==> config.mk <==
export PLATFORM = sky130hd
export DESIGN_NAME = fft_seq_ctrl
export DESIGN_NICKNAME = d
export VERILOG_FILES = /design/src/rtl/fft_seq_ctrl.sv
export SDC_FILE = /design/constraint.sdc
export NUM_CORES = 1
export LEC_CHECK = 0
export CAP_MARGIN = 20
export CELL_PAD_IN_SITES_DETAIL_PLACEMENT = 0
export CELL_PAD_IN_SITES_GLOBAL_PLACEMENT = 1
export CORE_MARGIN = 1
export CORE_UTILIZATION = 42
export CTS_BUF_LIST = sky130_fd_sc_hd__clkbuf_8
export CTS_CLUSTER_DIAMETER = 200
export DETAILED_ROUTE_END_ITERATION = 10
export MAX_ROUTING_LAYER = met4
export PLACE_DENSITY = 0.93
export SKIP_LAST_GASP = 1
export SYNTH_ARGS = -nofsm -noshare
export SYNTH_HDL_FRONTEND = slang
export SYNTH_SLANG_ARGS = --single-unit
==> constraint.sdc <==
create_clock -name clk -period 2.6 [get_ports clk]
set_clock_uncertainty 0.1 [all_clocks]
set_input_delay 0.26 -clock clk [delete_from_list [all_inputs] [get_ports clk]]
set_output_delay 0.26 -clock clk [all_outputs]
set_load 0.1 [all_outputs]
==> src/rtl/fft_seq_ctrl.sv <==
// Sequencing controller for an in-place radix-2 sequential FFT: bit-reversed load,
// per-stage butterfly read/write-back addressing with twiddle indices, then read-out.
module fft_seq_ctrl #(
  parameter int N      = 16,
  parameter int SIZE   = 4,
  parameter int WR_DLY = 4
) (
  input  logic            clk,
  input  logic            rst_n,
  input  logic            in_valid,
  output logic            load_data,
  output logic [SIZE:0]   invert_adr,
  output logic            en_rd,
  output logic [SIZE:0]   rd_ptr,
  output logic            en_wr,
  output logic [SIZE:0]   wr_ptr,
  output logic [SIZE-2:0] tw_idx,
  output logic            compute,
  output logic [SIZE-1:0] stage,
  output logic            finish_FFT,
  output logic            done_all,
  output logic            drop,
  output logic            busy
);

  localparam int DW = $clog2(WR_DLY + 1);
  localparam logic [SIZE-1:0] CNT_LAST   = SIZE'(N - 1);
  localparam logic [SIZE-1:0] STAGE_LAST = SIZE'(SIZE - 1);
  localparam logic [DW-1:0]   DRAIN_LAST = DW'(WR_DLY);

  typedef enum logic [2:0] {LOAD, STG_RD, DRAIN, OUT_RD, OUT_END} state_e;

  state_e          state_q, state_d;
  logic [SIZE-1:0] lc_q, lc_d;
  logic [SIZE-1:0] cnt_q, cnt_d;
  logic [DW-1:0]   dcnt_q, dcnt_d;
  logic [SIZE-1:0] stage_q, stage_d;

  logic [WR_DLY-1:0]         wb_vld_q;
  logic [WR_DLY-1:0][SIZE:0] wb_ptr_q;

  logic [SIZE-1:0] lc_rev;
  logic [SIZE-1:0] bf_k, bf_h, bf_p, bf_hi, bf_addr, tw_full;

  // Load address is the load counter mirrored over SIZE bits.
  genvar gi;
  generate
    for (gi = 0; gi < SIZE; gi++) begin : g_rev
      assign lc_rev[gi] = lc_q[SIZE-1-gi];
    end
  endgenerate

  // Butterfly k = cnt/2; the a/b select bit (cnt[0]) is inserted at bit position 'stage'.
  always_comb begin
    bf_k    = {1'b0, cnt_q[SIZE-1:1]};
    bf_h    = SIZE'(1) << stage_q;
    bf_p    = bf_k & (bf_h - SIZE'(1));
    bf_hi   = ((bf_k >> stage_q) << stage_q) << 1;
    bf_addr = bf_hi | (cnt_q[0] ? bf_h : '0) | bf_p;
    tw_full = bf_p << (STAGE_LAST - stage_q);
  end

  always_ff @(posedge clk or negedge rst_n) begin
    if (!rst_n) begin
      state_q <= LOAD;
      lc_q    <= '0;
      cnt_q   <= '0;
      dcnt_q  <= '0;
      stage_q <= '0;
    end else begin
      state_q <= state_d;
      lc_q    <= lc_d;
      cnt_q   <= cnt_d;
      dcnt_q  <= dcnt_d;
      stage_q <= stage_d;
    end
  end

  always_comb begin
    state_d = state_q;
    lc_d    = lc_q;
    cnt_d   = cnt_q;
    dcnt_d  = dcnt_q;
    stage_d = stage_q;
    case (state_q)
      LOAD: begin
        if (in_valid) begin
          lc_d = lc_q + 1'b1;
          if (lc_q == CNT_LAST) begin
            state_d = STG_RD;
            stage_d = '0;
            cnt_d   = '0;
          end
        end
      end
      STG_RD: begin
        cnt_d = cnt_q + 1'b1;
        if (cnt_q == CNT_LAST) begin
          state_d = DRAIN;
          dcnt_d  = '0;
        end
      end
      DRAIN: begin
        dcnt_d = dcnt_q + 1'b1;
        if (dcnt_q == DRAIN_LAST) begin
          cnt_d = '0;
          if (stage_q != STAGE_LAST) begin
            stage_d = stage_q + 1'b1;
            state_d = STG_RD;
          end else begin
            state_d = OUT_RD;
          end
        end
      end
      OUT_RD: begin
        cnt_d = cnt_q + 1'b1;
        if (cnt_q == CNT_LAST) state_d = OUT_END;
      end
      OUT_END: begin
        state_d = LOAD;
        lc_d    = '0;
        stage_d = '0;
      end
      default: state_d = LOAD;
    endcase
  end

  always_comb begin
    load_data  = 1'b0;
    invert_adr = '0;
    en_rd      = 1'b0;
    rd_ptr     = '0;
    tw_idx     = '0;
    compute    = 1'b0;
    finish_FFT = 1'b0;
    done_all   = 1'b0;
    case (state_q)
      LOAD: begin
        // Gated by rst_n so the strobe is quiet while reset is held.
        load_data  = in_valid & rst_n;
        invert_adr = {1'b0, lc_rev};
      end
      STG_RD: begin
        en_rd   = 1'b1;
        compute = 1'b1;
        rd_ptr  = {1'b0, bf_addr};
        tw_idx  = tw_full[SIZE-2:0];
      end
      OUT_RD: begin
        en_rd      = 1'b1;
        rd_ptr     = {1'b0, cnt_q};
        finish_FFT = (cnt_q == '0);
      end
      OUT_END: done_all = 1'b1;
      default: ;
    endcase
  end

  // Write-back delay line; read-out addresses are never captured.
  always_ff @(posedge clk or negedge rst_n) begin
    if (!rst_n) begin
      wb_vld_q <= '0;
      wb_ptr_q <= '0;
    end else begin
      wb_vld_q <= {wb_vld_q[WR_DLY-2:0], compute};
      wb_ptr_q <= {wb_ptr_q[WR_DLY-2:0], (compute ? rd_ptr : {(SIZE+1){1'b0}})};
    end
  end

  assign en_wr  = wb_vld_q[WR_DLY-1];
  assign wr_ptr = wb_ptr_q[WR_DLY-1];
  assign stage  = stage_q;
  assign busy   = (state_q != LOAD);
  assign drop   = in_valid & (state_q != LOAD);

endmodule

# Word level (Yosys, flattened, before mapping)
# Index checks and enable logic that the tools add are counted.
word_totals:
  register_bits: 42
  elab_cells: 80
  output_inout_bits: 30
  in_bits: 3
classes:
  bitwise: 5
  eq_ne: 14
  shift: 4
  reduce_logical: 13
  n_mux: 28
  n_addsub: 6
ops:
  columns: ["cell", "n"]
  rows:
  - ["$mux W4", 8]
  - ["$pmux W4 S3", 2]
  - ["$mux W3", 7]
  - ["$pmux W4 S2", 2]
  - ["$add A4 B1 Y4 const B", 3]
  - ["$ne A2 B2 Y1 const B", 6]
  - ["$pmux W3 S4", 1]
  - ["$reduce_and A5 Y1", 2]
  - ["$reduce_bool A3 Y1", 3]
  - ["$eq A4 B4 Y1 const B", 2]
  - ["$or A4 B4 Y4", 2]
  - ["$shl A4 B4 Y3", 2]
  - ["$eq A3 B2 Y1 const B", 2]
  - ["$eq A3 B3 Y1 const B", 2]
  - ["$pmux W3 S2", 1]
  - ["$mux W1", 5]
  - ["$mux W5", 1]
  - ["$and A3 B4 Y4", 1]
  - ["$logic_not A4 Y1", 1]
  - ["$ne A4 B2 Y1 const B", 1]
  - ["$reduce_and A2 Y1", 2]
  - ["$reduce_and A4 Y1", 1]
  - ["$reduce_bool A2 Y1", 2]
  - ["$shl A1 B4 Y4 const A", 1]
  - ["other kinds (9)", 10]

# Depth between registers and ports, before layout
# Gate-level depths: netlist (run 1).
logic_depth:
  word_depth: 6
  ltp_mapped: 8
  depth_no_buf: 7

# Least setup slack after synthesis (run 1)
# Ideal clock, no wire load.
synth_path:
  kind: "flip-flop to output port"
  from: "register state_q[2]"
  to: "output finish_FFT"
  required_ns: 2.240
  slack_ns: -2.331
  n_path_buf: 0
  t_arrival_ns: 4.571
  stages_incl_launch_ff: 5
  path_cell_list: "dfrtp_1 nand2b_1 inv_1 nand2_1 nor4b_1"
synth_via:
  elab_chain_len: 2
synth_lines:
  columns: ["element", "line", "text"]
  rows:
  - ["from (decl)", "33", "state_e state_q, state_d;"]
  - ["from (signal assigned)", "71", "state_q <= state_d;"]
  - ["$eq A3 B2 Y1", "137", "case (state_q)"]
  - ["$mux W1", "137", null]
  - ["to (decl)", "20", "output logic finish_FFT,"]
# Every way passes these cells.

# Worst setup path after layout (run 1)
layout_path:
  from: "register stage_q[3], in the netlist stage[3]"
  to: "output tw_idx[2]"
layout_via:
  elab_chain_len: 5
layout_lines:
  columns: ["element", "line", "text"]
  rows:
  - ["from (decl)", "37", "logic [SIZE-1:0] stage_q, stage_d;"]
  - ["from (signal assigned)", "75", "stage_q <= stage_d;"]
  - ["$shl A1 B4 Y4", "56", "bf_h = SIZE'(1) << stage_q;"]
  - ["$sub A4 B1 Y4", "57", "bf_p = bf_k & (bf_h - SIZE'(1));"]
  - ["$and A3 B4 Y4", "57", null]
  - ["$shl A4 B4 Y3 (*)", "60", "tw_full = bf_p << (STAGE_LAST - stage_q);"]
  - ["$mux W3 (*)", "137", null]
  - ["to (decl)", "17", "output logic [SIZE-2:0] tw_idx,"]
# Every way passes the cells marked *; elsewhere a longest branch is shown, timed or not.

==> impl_summary.log, run 1 <==
INFO  metric run_status = finished clean
INFO  metric post_layout_nonfiller_instances = 287
INFO  metric path_class = reg -> out
INFO  metric synth_compound_gate_area_share = 14.3%
INFO  metric drt-met1-wl = around 1900 um
INFO  metric floorplan.die_area = between 0.004 and 0.005 mm2
INFO  metric grt_pass1_vias = 1489
INFO  metric number_of_antenna_violations_at_the_first_check_in_global_routing = 0
INFO  metric final_antenna_net_count = 0
INFO  metric grt_max_degree = 39
INFO  metric first_pass_grt_wire_length = roughly 7000 um
INFO  metric numCtsBuffers = 5
INFO  metric cts_buffer_depth = 2
INFO  metric place.gp.congestion = about 0.86
INFO  metric avgSynthCellArea = about 9.8 um2
INFO  metric drive_above_1_share = about 34%
INFO  metric fin_crit_sh = 97.0%
INFO  metric total_power = about 1200 uW
INFO  metric drc_errors = 0
INFO  metric mostFrequentLayoutCells = sky130_fd_sc_hd__dfrtp_1, sky130_fd_sc_hd__buf_4, sky130_fd_sc_hd__buf_12
INFO  metric die_w = ~70 um
INFO  metric tightest_slew = 525 ps
INFO  metric detail_route.wirelength = between 4000 and 5000 um
INFO  metric post_synth_xor_area_fraction = 0.907%
INFO  metric netlist-cell-type-count = 42
INFO  metric simple_gate_share_of_the_synthesized_area = roughly a fifth
INFO  metric final_hold_slack = 250 ps
INFO  metric synth_area = about 0.0019 mm2
INFO  metric final_net_count = 245
INFO  metric initial_utilization = 44.1%
INFO  metric post_synthesis_sequential_area_ratio = 49.2%
INFO  metric cts-htree-levels = 2
INFO  metric timing.critical_path.required = 2240 ps
INFO  metric most_frequent_standard_cell_in_the_layout_excluding_fill_and_tap_cells = sky130_fd_sc_hd__dfrtp_1
INFO  metric leakage = 0.00125 uW
INFO  metric main_combinational_cell_family_by_area_after_synthesis = simple AND/OR/NAND/NOR gates
INFO  metric finalMaxSlewViolations = 0
INFO  metric dr.first_iter.drc_count = 75
INFO  metric p_per_area = roughly 450 mW/mm2
INFO  metric timing.fmax = between 300 and 400 MHz
INFO  metric cts_tree = done
INFO  metric core-area = 0.00438 mm2
INFO  metric portBuffers = 29
INFO  metric synth-seq-cells = 38
INFO  metric wl_met2 = 2000 um
INFO  metric numClockSinks = 38
INFO  metric flow.area_growth_from_synthesis = 41.7%
INFO  metric fin_util = between 60% and 70%
INFO  metric worst_skew_pair.late_latency = slightly below 300 ps
INFO  metric sum_neg_setup_slack = 0 ps
INFO  metric min_period = 2520 ps
INFO  metric start_kind = register
INFO  metric critical_path_arrival = between 2000 and 2500 ps
INFO  metric worst_hold_path_type = reg -> reg
INFO  metric timing.critical_path.fanout_max = 6
INFO  metric top_signal_layer_used = met4
INFO  metric worst_setup_hold_path_clk_slew = approximately 80 ps
INFO  metric post_synth_fa_ha_maj_area_fraction = under 10%
INFO  metric detail_route.vias_per_cell = between 5 and 6
INFO  metric dp.cells = 270
INFO  metric maxCapViolCount = 0
INFO  metric critical_path.endpoint_type = output port
INFO  metric yosysWarningCount = 0
INFO  metric clock-root-buffer = sky130_fd_sc_hd__clkbuf_8
INFO  metric power.ir.vdd_worst = 0.293 mV
INFO  metric report.final.hold_viol_count = 0
INFO  metric routed-wl-met3 = between 150 and 200 um
INFO  metric grt_util_all_layers = a little under a fifth
INFO  metric gr-total-overflow = 0
INFO  metric report.final.setup_viol = 0
INFO  metric n_antenna_cell = 0
INFO  metric detail_route.wl_per_cell = 14.2 um
INFO  metric std_cell_rows = 24
INFO  metric firstDrtPassIters = 4
INFO  metric via_count = 1512
INFO  metric hpwlAfterDp = around 2700 um
INFO  metric timing.slew.headroom = between 60% and 70%
INFO  metric postSynthCellCount = 197
INFO  metric die_y = approximately 70 um
INFO  metric io_pins = 33
INFO  metric yosys-mux-area-fraction = ~2.3%
==> layout make-up <==
class                           count  area (um2)
Inverter                           12        48.8
Clock inverter                      3        68.8
Timing Repair Buffer               46         548
Tap cell                           52        65.1
Multi-Input combinational cell    131         972
Clock buffer                        5        68.8
Sequential cell                    38         966
Fill cell                         343        1650
==> cells by family (layout without fill, tap and decap cells) <==
family,Yosys count,count (layout)
multiplexers,4,4
flip-flops,38,38
AO/OA/AOI/OAI,44,44
adder cells (fa/ha/maj),8,8
other,1,3
AND/OR/NAND/NOR,70,70
XOR/XNOR,2,2
buffers and inverters,30,66
==> per-stage QoR <==
step	cell area, um2	setup slack [ps]
after floorplan	2050	-661
after global placement	2480	236
after detailed placement	2480	184
after CTS	2690	1.99
after global routing	2740	-4.70
final	2740	78.7
==> cell usage after synthesis, drive strengths merged <==
master  instances  area [um2]
a21o            4        30.0
a21oi          12        60.1
a221oi          1        15.0
a22o            3        26.3
a311o           1        10.0
a31o            1        8.76
a32oi           2        17.5
and2            6        37.5
and2b           1        7.51
and3            2        12.5
and4            1        8.76
buf            10        72.6
clkbuf          8        31.3
conb            1        3.75
dfrtp          38         951
ha              8         100
inv            12        45.0
mux2            3        33.8
mux2i           1        10.0
nand2          13        48.8
nand2b          4        25.0
nand3           9        45.0
nand3b          4        30.0
nand4           1        6.26
nor2           12        45.0
nor2b           2        12.5
nor3            4        20.0
nor3b           4        35.0
nor4            2        12.5
nor4b           2        17.5
o21ai          16        80.1
o21bai          2        15.0
o22ai           1        6.26
o31ai           1        7.51
or3             2        12.5
or4b            1        13.8
xor2            2        17.5
==> path summary, 6_finish.rpt <==
check,from,to,slack [ps],cells after the start
worst max register to register,stage[0],stage[3],400,6
worst min register to register,wb_vld_q[1],wb_vld_q[2],250,0
max in group asynchronous,rst_n,stage[3],1540,3
min in group asynchronous,rst_n,state_q[0],490,3
worst max-delay path,stage[3],tw_idx[2],80,8
worst min-delay path,wb_vld_q[1],wb_vld_q[2],250,0
==> critical path: stages, from the launching register on <==
cell and delay, ps:
sky130_fd_sc_hd__dfrtp_4 530, sky130_fd_sc_hd__nor4_4 330, sky130_fd_sc_hd__inv_2 90, sky130_fd_sc_hd__ha_4 230, sky130_fd_sc_hd__nor2b_4 140, sky130_fd_sc_hd__nor2b_4 150, sky130_fd_sc_hd__o21ai_2 70, sky130_fd_sc_hd__a21oi_4 140
sky130_fd_sc_hd__buf_12 190
==> state kept, by name (all words and copies together) (netlist names) <==
register and count:
wr_ptr 4, cnt_q 4, wb_ptr_q 12, wb_vld_q 4, lc_q 4, dcnt_q 3
state_q 3, stage 4
==> power breakdown <==
part,switching (uW),internal (uW)
Combinational,42.3,10.2
Sequential,1.75,592
Clock,215,384
==> layer usage <==
metal / GRT usage (%) / vias up
li1: - / 746
met1: 24.3 / 720
met2: 29.4 / 38
met3: 3.34 / 8
met4: 7.78 / 0
met5: - / -
==> timing repair <==
item,CTS,global route
pin swaps,1,4
hold buffers,1,0
endpoints found under the setup margin,4,3
resized for setup,1,8
endpoints found under the hold margin,38,0
buffers inserted,7,1
No activity file was read; power rests on OpenSTA's default activity.
==> run 2: changes to the inputs <==
--- a/config.mk
+++ b/config.mk
@@ -14,7 +14,7 @@
 export CTS_CLUSTER_DIAMETER = 200
 export DETAILED_ROUTE_END_ITERATION = 10
 export MAX_ROUTING_LAYER = met4
-export PLACE_DENSITY = 0.93
+export PLACE_DENSITY = 0.83
 export SKIP_LAST_GASP = 1
 export SYNTH_ARGS = -nofsm -noshare
 export SYNTH_HDL_FRONTEND = slang
==> run 2 against run 1 <==
  * Largest power group unchanged
  * Sequential share of layout area grew 0.16 points
  * Fmax increased by 0.15%
  * Critical path type unchanged
  * Setup slack better by 3.8 ps
==> impl_summary.log, run 2 (synthesis gave the netlist of run 1 again) <==
INFO  metric dp.cells = approximately 270
INFO  metric die_y = between 60 and 70 um
INFO  metric post-place-ws = between 100 and 150 ps
INFO  metric rsz0062_at_grt = true
INFO  metric power.ir.vdd_worst = 0.268 mV
INFO  metric min_period = between 2000 and 3000 ps
INFO  metric hold_path_depth = 0
INFO  metric grt_pass1_vias = between 1500 and 2000
INFO  metric die_w = 69.8 um
INFO  metric drc_errors = 0
INFO  metric detail_route.wl_per_cell = 14.7 um
INFO  metric report.final.setup_viol = 0
INFO  metric path_class = reg -> out
INFO  metric p_per_area = about 460 mW/mm2
INFO  metric switching_share = 20.7%
INFO  metric mostFrequentLayoutCells = sky130_fd_sc_hd__dfrtp_1, sky130_fd_sc_hd__buf_4, sky130_fd_sc_hd__buf_12
INFO  metric hold_path_end = wb_vld_q[1]
INFO  metric run_status = finished clean
INFO  metric flow.area_growth_from_synthesis = 41.1%
INFO  metric sum_neg_setup_slack = 0 ps
INFO  metric timing.rr.start = stage[0]
INFO  metric hold_path_startpoint = wb_vld_q[0]
INFO  metric first_pass_grt_wire_length = around 7300 um
INFO  metric finalMaxSlewViolations = 0
INFO  metric r2r_cells = 6
INFO  metric leakage = 0.00124 uW
INFO  metric cts-htree-levels = 2
INFO  metric final_antenna_net_count = 0
INFO  metric post_layout_nonfiller_instances = ~290
INFO  metric via_count = around 1500
INFO  metric p_comb_share = about 4.1%
INFO  metric most_frequent_standard_cell_in_the_layout_excluding_fill_and_tap_cells = sky130_fd_sc_hd__dfrtp_1
INFO  metric fin_crit_sh = 96.8%
INFO  metric r2r_slack = 500 ps
INFO  metric maxCapViolCount = 0
INFO  metric initial_utilization = 44.1%
INFO  metric timing.fmax = around 400 MHz
INFO  metric hpwlAfterDp = approximately 2900 um
INFO  metric core-area = between 0.004 and 0.005 mm2
INFO  metric cts_tree = done
INFO  metric portBuffers = 29
INFO  metric report.final.hold_viol_count = 0
INFO  metric dr.first_iter.drc_count = between 60 and 70
INFO  metric fin_ws = 82.4 ps
INFO  metric detail_route.wirelength = roughly 4200 um
INFO  metric gr-total-overflow = 0
INFO  metric timing.critical_path.fanout_max = 6
INFO  metric drive_above_1_share = 33.9%
INFO  metric detail_route.vias_per_cell = approximately 5.4
INFO  metric final_net_count = ~240
INFO  metric grt_max_degree = 39
INFO  metric io_pins = 33
INFO  metric critical_path_arrival = 2160 ps
INFO  metric cts_buffer_depth = 2
INFO  metric timing.critical_path.required = 2240 ps
INFO  metric critical_path.endpoint_type = output port
INFO  metric worst_skew_pair.late_latency = around 290 ps
INFO  metric start_kind = register
INFO  metric numCtsBuffers = 5
INFO  metric rr_endpoint = stage[0]
INFO  metric largest_reg_flops = 12
INFO  metric seq_power_share = 47.8%
INFO  metric n_antenna_cell = 0
INFO  metric clock_power_share = roughly half
INFO  metric internal = 986 uW
INFO  metric power.net_switching = ~260 uW
INFO  metric place.gp.congestion = 0.917
INFO  metric firstDrtPassIters = 4
INFO  metric grt_util_all_layers = between 15 and 20%
INFO  metric numClockSinks = 38
INFO  metric largest_register = wb_ptr_q
INFO  metric std_cell_rows = 24
INFO  metric floorplan.die_area = ~0.005 mm2
INFO  metric worst_hold_path_type = reg -> reg
INFO  metric clock-root-buffer = sky130_fd_sc_hd__clkbuf_8
INFO  metric worst_setup_hold_path_clk_slew = approximately 80 ps
INFO  metric number_of_antenna_violations_at_the_first_check_in_global_routing = 0
run 2: changes by cell type in the layout (fill, tap and decap cells not counted):
cell,previous run,this run
sky130_fd_sc_hd__mux2i_2,1,0
sky130_fd_sc_hd__nor4b_1,1,0
sky130_fd_sc_hd__buf_4,27,25
sky130_fd_sc_hd__mux2i_1,0,1
sky130_fd_sc_hd__nor4b_2,1,2
run 2: cell type report:
type	count	area, um2
clock buffers	5	68.8
clock inverters	3	68.8
fillers	369	1660
inverters	12	48.8
multi-input cells	131	975
flip-flops and latches	38	966
well taps	52	65.1
repair buffers	44	533
run 2: power by group through the flow:
| stage | Sequential, uW | Clock [uW] | Combinational, uW |
|---|---|---|---|
| detailed placement | 606 | 0 | 51.1 |
| global route | 594 | 636 | 55.7 |
| finish | 594 | 598 | 51.0 |
| CTS | 593 | 608 | 52.2 |
| global placement | 605 | 0 | 49.5 |
| floorplan | 605 | 0 | 34.3 |
run 2: what timing repair did:
action,CTS,global route
pin swaps,2,3
hold endpoints to repair,38,0
resized for setup,1,8
hold buffers,1,0
setup endpoints to repair,4,4
buffers inserted,6,1
run 2: worst max-delay path, stage by stage (launching register included):
cell and delay (ps):
sky130_fd_sc_hd__dfrtp_4 530, sky130_fd_sc_hd__nor4_4 330, sky130_fd_sc_hd__inv_2 90, sky130_fd_sc_hd__ha_4 230
sky130_fd_sc_hd__nor2b_4 120, sky130_fd_sc_hd__nor2b_4 140, sky130_fd_sc_hd__o21ai_2 70, sky130_fd_sc_hd__a21oi_4 170
sky130_fd_sc_hd__buf_12 190
run 2: worst max-delay path by stage:
stage               slack [ps]         end        from
finish                      80   tw_idx[2]    stage[3]
global route               -10   tw_idx[2]    stage[3]
CTS                          5   tw_idx[2]    stage[3]
detailed placement         150   tw_idx[2]    stage[3]
global placement           240   tw_idx[2]    stage[3]
floorplan                 -660  finish_FFT  state_q[2]
run 2: through the flow:
stage	util (%)	hold WS (ps)	power (uW)	instance area [um2]
2_1_floorplan	-	-136	640	2050
3_3_place_gp	56.4	232	655	2470
3_5_place_dp	56.4	238	657	2470
4_1_cts	60.9	249	1250	2670
5_1_grt	62.2	264	1290	2730
6_report	62.2	245	1240	2730
run 2: per-layer routing:
metal	GRT usage (%)	part of all wire, %	vias to the layer above
li1	-	-	743
met1	24.6	44	758
met2	31.4	50	36
met3	4.07	4.4	7
met4	6.00	1.7	0
met5	-	0	-
